File: config.mk
export PLATFORM = sky130hd
export DESIGN_NAME = uart_rx
export DESIGN_NICKNAME = d
export VERILOG_FILES = /design/src/rtl/uart_rx.sv
export SDC_FILE = /design/constraint.sdc
export NUM_CORES = 1
export LEC_CHECK = 0
export BUFFER_PORTS_ARGS = -buffer_cell sky130_fd_sc_hd__buf_4
export CORE_MARGIN = 8
export CORE_UTILIZATION = 56
export DETAILED_ROUTE_END_ITERATION = 12
export GPL_TIMING_DRIVEN = 0
export PLACE_DENSITY = 0.85
export SKIP_CTS_REPAIR_TIMING = 1
export SLEW_MARGIN = 25
export SYNTH_ARGS = -nofsm -noshare
export SYNTH_HDL_FRONTEND = slang
export SYNTH_SLANG_ARGS = --single-unit
export TNS_END_PERCENT = 20
File: constraint.sdc
create_clock -name clk -period 2.08 [get_ports clk]
set_input_delay 0.208 -clock clk [delete_from_list [all_inputs] [get_ports clk]]
set_output_delay 0.208 -clock clk [all_outputs]
set_load 0.03 [all_outputs]
File: src/rtl/uart_rx.sv
// ---------------------------------------------------------------------------
// uart_rx -- oversampling UART receiver (16x baud tick).
//
// Receives 1 start bit, DBIT data bits (LSB first), an optional even-parity
// bit and 1 stop bit. Each bit is sampled in its middle by counting s_tick
// strobes: 8 ticks into the start bit, then every 16 ticks.
//
// Optional feature (compile-time macro):
//   UART_RX_PARITY_EN  adds a PARITY state after the data bits and the
//                      parity_err output. When undefined the frame is
//                      start + DBIT data + stop and parity_err does not exist.
//
// Parameters:
//   DBIT     data bits per frame
//   SB_TICK  s_tick periods spent in the stop bit
//
// Ports:
//   clk           single clock, all state changes on its rising edge
//   reset         asynchronous, active-high reset
//   rx            asynchronous serial line, idles high
//   s_tick        one-clk strobe at 16x baud
//   rx_dout       last received data word
//   rx_done_tick  one-clk pulse when a frame completes
//   frame_err     1 if the stop bit of the last completed frame was low
//   parity_err    (UART_RX_PARITY_EN only) 1 on even-parity mismatch
// ---------------------------------------------------------------------------
module uart_rx #(
  parameter int unsigned DBIT    = 8,
  parameter int unsigned SB_TICK = 16
) (
  input  logic            clk,
  input  logic            reset,
  input  logic            rx,
  input  logic            s_tick,
  output logic [DBIT-1:0] rx_dout,
  output logic            rx_done_tick,
`ifdef UART_RX_PARITY_EN
  output logic            parity_err,
`endif
  output logic            frame_err
);

  localparam int unsigned NW = (DBIT > 1) ? $clog2(DBIT) : 1;
  localparam logic [NW-1:0] NLast  = NW'(DBIT - 1);
  localparam logic [3:0]    SbLast = 4'(SB_TICK - 1);
  localparam logic [3:0]    SMid   = 4'd7;
  localparam logic [3:0]    SEnd   = 4'd15;

  typedef enum logic [2:0] {
    StIdle,
    StStart,
    StData,
`ifdef UART_RX_PARITY_EN
    StParity,
`endif
    StStop
  } state_e;

  // Synchronizer
  logic r_sync1;
  logic r_sync2;
  logic w_rx_s;

  // FSM and datapath
  state_e          r_state;
  state_e          w_state_next;
  logic [3:0]      r_s;
  logic [3:0]      w_s_next;
  logic [NW-1:0]   r_n;
  logic [NW-1:0]   w_n_next;
  logic [DBIT-1:0] r_b;
  logic [DBIT-1:0] w_b_next;
  logic [DBIT:0]   w_shift;
  logic            r_armed;
  logic            w_armed_next;

  // Registered outputs
  logic [DBIT-1:0] r_dout;
  logic            r_done;
  logic            r_ferr;
  logic            w_frame_end;

`ifdef UART_RX_PARITY_EN
  logic r_par;
  logic w_par_next;
  logic r_perr;
  logic w_perr_calc;
`endif

  assign w_rx_s = r_sync2;

  // Line synchronizer; resets to the idle (high) level so a reset never
  // looks like a start bit.
  always_ff @(posedge clk or posedge reset) begin
    if (reset) begin
      r_sync1 <= 1'b1;
      r_sync2 <= 1'b1;
    end else begin
      r_sync1 <= rx;
      r_sync2 <= r_sync1;
    end
  end

  // ---------------------------------------------------------------------
  // FSM process 1: state register
  // ---------------------------------------------------------------------
  always_ff @(posedge clk or posedge reset) begin
    if (reset) begin
      r_state <= StIdle;
    end else begin
      r_state <= w_state_next;
    end
  end

  // ---------------------------------------------------------------------
  // FSM process 2: next-state and datapath next values
  // ---------------------------------------------------------------------
  always_comb begin
    w_state_next = r_state;
    w_s_next     = r_s;
    w_n_next     = r_n;
    w_b_next     = r_b;
    w_shift      = {w_rx_s, r_b};
`ifdef UART_RX_PARITY_EN
    w_par_next   = r_par;
`endif

    unique case (r_state)
      StIdle: begin
        // Start detection does not wait for a tick.
        if (!w_rx_s && r_armed) begin
          w_state_next = StStart;
          w_s_next     = '0;
        end
      end

      StStart: begin
        if (s_tick) begin
          if (r_s == SMid) begin
            if (!w_rx_s) begin
              w_state_next = StData;
              w_s_next     = '0;
              w_n_next     = '0;
            end else begin
              // Glitch or noise: back to idle without a pulse.
              w_state_next = StIdle;
              w_s_next     = '0;
            end
          end else begin
            w_s_next = r_s + 4'd1;
          end
        end
      end

      StData: begin
        if (s_tick) begin
          if (r_s == SEnd) begin
            w_s_next = '0;
            w_b_next = w_shift[DBIT:1];
            if (r_n == NLast) begin
`ifdef UART_RX_PARITY_EN
              w_state_next = StParity;
`else
              w_state_next = StStop;
`endif
            end else begin
              w_n_next = r_n + 1'b1;
            end
          end else begin
            w_s_next = r_s + 4'd1;
          end
        end
      end

`ifdef UART_RX_PARITY_EN
      StParity: begin
        if (s_tick) begin
          if (r_s == SEnd) begin
            w_s_next     = '0;
            w_par_next   = w_rx_s;
            w_state_next = StStop;
          end else begin
            w_s_next = r_s + 4'd1;
          end
        end
      end
`endif

      StStop: begin
        if (s_tick) begin
          if (r_s == SbLast) begin
            w_s_next     = '0;
            w_state_next = StIdle;
          end else begin
            w_s_next = r_s + 4'd1;
          end
        end
      end

      default: begin
        w_state_next = StIdle;
        w_s_next     = '0;
      end
    endcase

    // armed only accumulates a high line level while idle; it is cleared
    // on leaving idle and stays clear until the frame is over. A frame that
    // ends in a break therefore re-enters idle unarmed and cannot re-trigger
    // until the line has been seen high again.
    if (r_state == StIdle && w_state_next == StIdle) begin
      w_armed_next = r_armed | w_rx_s;
    end else begin
      w_armed_next = 1'b0;
    end
  end

  // ---------------------------------------------------------------------
  // FSM process 3: output decode
  // ---------------------------------------------------------------------
  always_comb begin
    w_frame_end = (r_state == StStop) && s_tick && (r_s == SbLast);
`ifdef UART_RX_PARITY_EN
    // Even parity: XOR over data and parity bit must be zero.
    w_perr_calc = (^r_b) ^ r_par;
`endif
  end

  // Datapath and registered outputs
  always_ff @(posedge clk or posedge reset) begin
    if (reset) begin
      r_s     <= '0;
      r_n     <= '0;
      r_b     <= '0;
      r_armed <= 1'b0;
      r_dout  <= '0;
      r_done  <= 1'b0;
      r_ferr  <= 1'b0;
    end else begin
      r_s     <= w_s_next;
      r_n     <= w_n_next;
      r_b     <= w_b_next;
      r_armed <= w_armed_next;
      r_done  <= w_frame_end;
      if (w_frame_end) begin
        r_dout <= r_b;
        r_ferr <= ~w_rx_s;
      end
    end
  end

`ifdef UART_RX_PARITY_EN
  always_ff @(posedge clk or posedge reset) begin
    if (reset) begin
      r_par  <= 1'b0;
      r_perr <= 1'b0;
    end else begin
      r_par <= w_par_next;
      if (w_frame_end) begin
        r_perr <= w_perr_calc;
      end
    end
  end

  assign parity_err = r_perr;
`endif

  assign rx_dout      = r_dout;
  assign rx_done_tick = r_done;
  assign frame_err    = r_ferr;

endmodule

==> summary.md <==
| Metric | Value |
|---|---|
| Skew final | `11.1 ps` |
| Depth of the CTS H-tree | `2` |
| Drt wl/cell | `14.1 um` |
| Slowest stage delay, CP | `440 ps` |
| Reg area | `778 um2` |
| Clk_lat worst skew | `320 ps` |
| Initial Util | `0.569` |
| R2r endpoint | `r_n[0]` |
| Total GRT Usage | `0.119` |
| Vias in the first global route | `917` |
| Die area | `4260 um2` |
| DRC Markers | `0` |
| Reg2reg path depth | `5` |
| Commonest non-fill, non-tap cell in the layout | `dfrtp_1` |
| Fin cells | `159` |
| EDFF count, synth | `0` |
| Yosys cell types | `39` |
| Tmin final | `1860 ps` |
| Die Ht | `65.3 um` |
| Simple-gate share of the synthesized area | `0.131` |
| Post-synthesis mux area share | `0.151` |
| Pre-antenna DRT Iters | `2` |
| Worst slew margin | `0.593` |
| Core area | `2390 um2` |
| Synth Area in Compound Gates | `0.0764` |
| Most frequent cells in the layout | `dfrtp_1, mux2_2, buf_4` |
| Cells along the critical path | `buf_6, or3b_1, or4_4, o21a_4, mux2_4` |
| Kind of end point of the critical path | `flip-flop` |
| CTS tree | `yes` |
| Fill cell count | `201` |
| Critical path's slowest cell | `or4_4` |
| Synthesized flop and latch total | `31` |
| Num ports | `14` |
| Final layout net count | `135` |
| Max FO, Critical Path | `9` |
| Total of max-cap violations | `0` |
| Row count | `18` |
| Status | `complete, no violations` |
| CP required | `about 2300 ps` |
| Final WL | `2240 um` |
| I/O Buffers | `13` |
| F_max | `between 500 and 600 MHz` |
| Worst r2r src | `r_state[1]` |
| Initial antenna violation count | `0` |
| Async S/R FF share, synth | `1.00` |
| Final setup violating endpoints | `0` |
| Routability cong. | `0.778` |
| Reg2Reg Setup Slack | `between 200 and 250 ps` |
| RSZ-0062 raised after global routing | `false` |
| Pwr dens | `630 nW/um2` |
| Layout cells sized above 1 | `0.357` |
| Die Wd | `about 65 um` |
| Synth Net Count | `113` |
| Worst Setup EP | `r_n[0]` |
| Clk sinks | `31` |
| Grt ovf | `0` |
| Worst hold path type | `in -> reg` |
| Power after layout | `~1000 uW` |
| Area occupied by multi-input gates | `537 um2` |
| DP Area | `between 1000 and 1500 um2` |
| Post-synthesis sequential area ratio | `0.573` |
| Syn avg cell area | `12.8 um2` |
| IR drop worst, VDD | `about 0.00062 V` |
| First-pass GRT wire length | `around 3900 um` |
| 1st-iter DRT viols | `19` |
| Post-Synth Adder-Cell Area | `0.0276` |
| Period utilization | `0.893` |
| Main combinational cell family by area after synthesis | `multiplexers` |
| CTS root buffer | `clkbuf_4` |
| Crit path DAT | `2070 ps` |
| Ys Warns | `0` |
| Pin count of the biggest net entering global routing | `32` |
| CP startpoint | `r_state[1]` |
| Post-route ant nets | `0` |
| Antenna cells | `0` |
| Worst Max-Slew Pin Slew | `between 600 and 700 ps` |
| DP HPWL | `1600 um` |
| DR vias | `873` |
| Placed instance count | `149` |
| Leak Pwr | `0.789 nW` |
| Clock Pin Slew Worst Setup and Hold Paths | `around 90 ps` |
| Cells after Synth | `106` |
| Xor/xnor share of the synthesized area | `0.00645` |
| Setup_tns | `0 ps` |
| Final Max Slew Viols | `0` |
| Longest Clk Path Bufs | `2` |
| Setup CP Type | `reg -> reg` |
| CP startpoint kind | `flip-flop` |
| Area grow syn2layout | `15.0%` |
| Hold Vio Cnt, Final | `0` |
| CTS buffer count | `5` |
| Vias per inst | `5.49` |
| Post-Syn Area | `between 1000 and 1500 um2` |
| Post-route cell area | `1560 um2` |
| Dominant synthesized flop cell | `dfrtp_1` |
## kinds of logic (layout without fill, tap and decap cells)
group / after synthesis / count (layout)
flops: 31 / 31
simple gates: 30 / 30
mux: 18 / 18
compound gates: 14 / 14
buf+inv: 8 / 31
fa+ha+maj: 3 / 3
other cells: 1 / 1
xor+xnor: 1 / 1
## registers in the layout, summed over array words and instances, names as in the netlist
name,cells
r_s,4
rx_done_tick,1
r_sync1,1
r_armed,1
r_state,3
rx_dout,8
r_b,8
r_n,3
r_sync2,1
frame_err,1
## final cells by class
cell class                      count  share of cell area
Buffer                              5              0.0208
Clock buffer                        8              0.0312
Inverter                            3             0.00721
Multi-Input combinational cell     67               0.343
Sequential cell                    31               0.498
Tap cell                           30              0.0240
Timing Repair Buffer               15              0.0753
## worst max-delay path, delay by kind of cell, from the launching register on
kind,cells,cell delay (ps)
mux,1,250
flops,1,390
buf+inv,1,130
simple gates,2,830
compound gates,1,140
## report_power, final
group	leakage [nW]	internal [mW]	switching, mW
Sequential	0.422	0.611	0.00515
Clock	0.0265	0.134	0.182
Combinational	0.340	0.0213	0.0299
## metrics by stage
| step | hold slack, ps | utilization | setup WS, ps |
|---|---|---|---|
| 5_1_grt | 175 | 0.655 | 156 |
| 4_1_cts | -35.7 | 0.646 | 234 |
| 3_5_place_dp | 318 | 0.626 | 254 |
| 2_1_floorplan | 212 | - | 303 |
| 3_3_place_gp | 319 | 0.626 | 263 |
| 6_report | 193 | 0.655 | 222 |
## worst min-delay path by stage
| stage | start | endpoint | cells past startpoint |
|---|---|---|---|
| final | s_tick | r_s[0] | 3 |
| after global placement | rx | r_sync1 | 1 |
| after detailed placement | rx | r_sync1 | 1 |
| after CTS | reset | r_b[0] | 2 |
| after global routing | s_tick | r_s[0] | 3 |
| after floorplan | rx | r_sync1 | 0 |
## synth_stat cells, drive strengths merged (2+ instances only)
cell type | count | area [um2]
nand2 | 7 | 26.3
inv | 3 | 11.3
nand2b | 2 | 12.5
dfrtp | 29 | 726
nor2 | 4 | 15.0
o21ai | 4 | 20.0
nand3 | 4 | 20.0
buf | 4 | 28.8
a22o | 2 | 17.5
mux2 | 17 | 195
dfstp | 2 | 52.6
ha | 3 | 37.5
nor3 | 2 | 10.0
## per-layer routing
metal / share of wire / global-route usage / vias to the layer above / wire, um
met5: 0 / 0 / - / 0
met3: 0.037 / 0.0629 / 2 / 84
li1: - / - / 423 / -
met4: 0.0036 / 0.0545 / 0 / 8
met2: 0.52 / 0.196 / 16 / 1160
met1: 0.44 / 0.124 / 432 / 990
No activity file was read; power rests on OpenSTA's default activity.
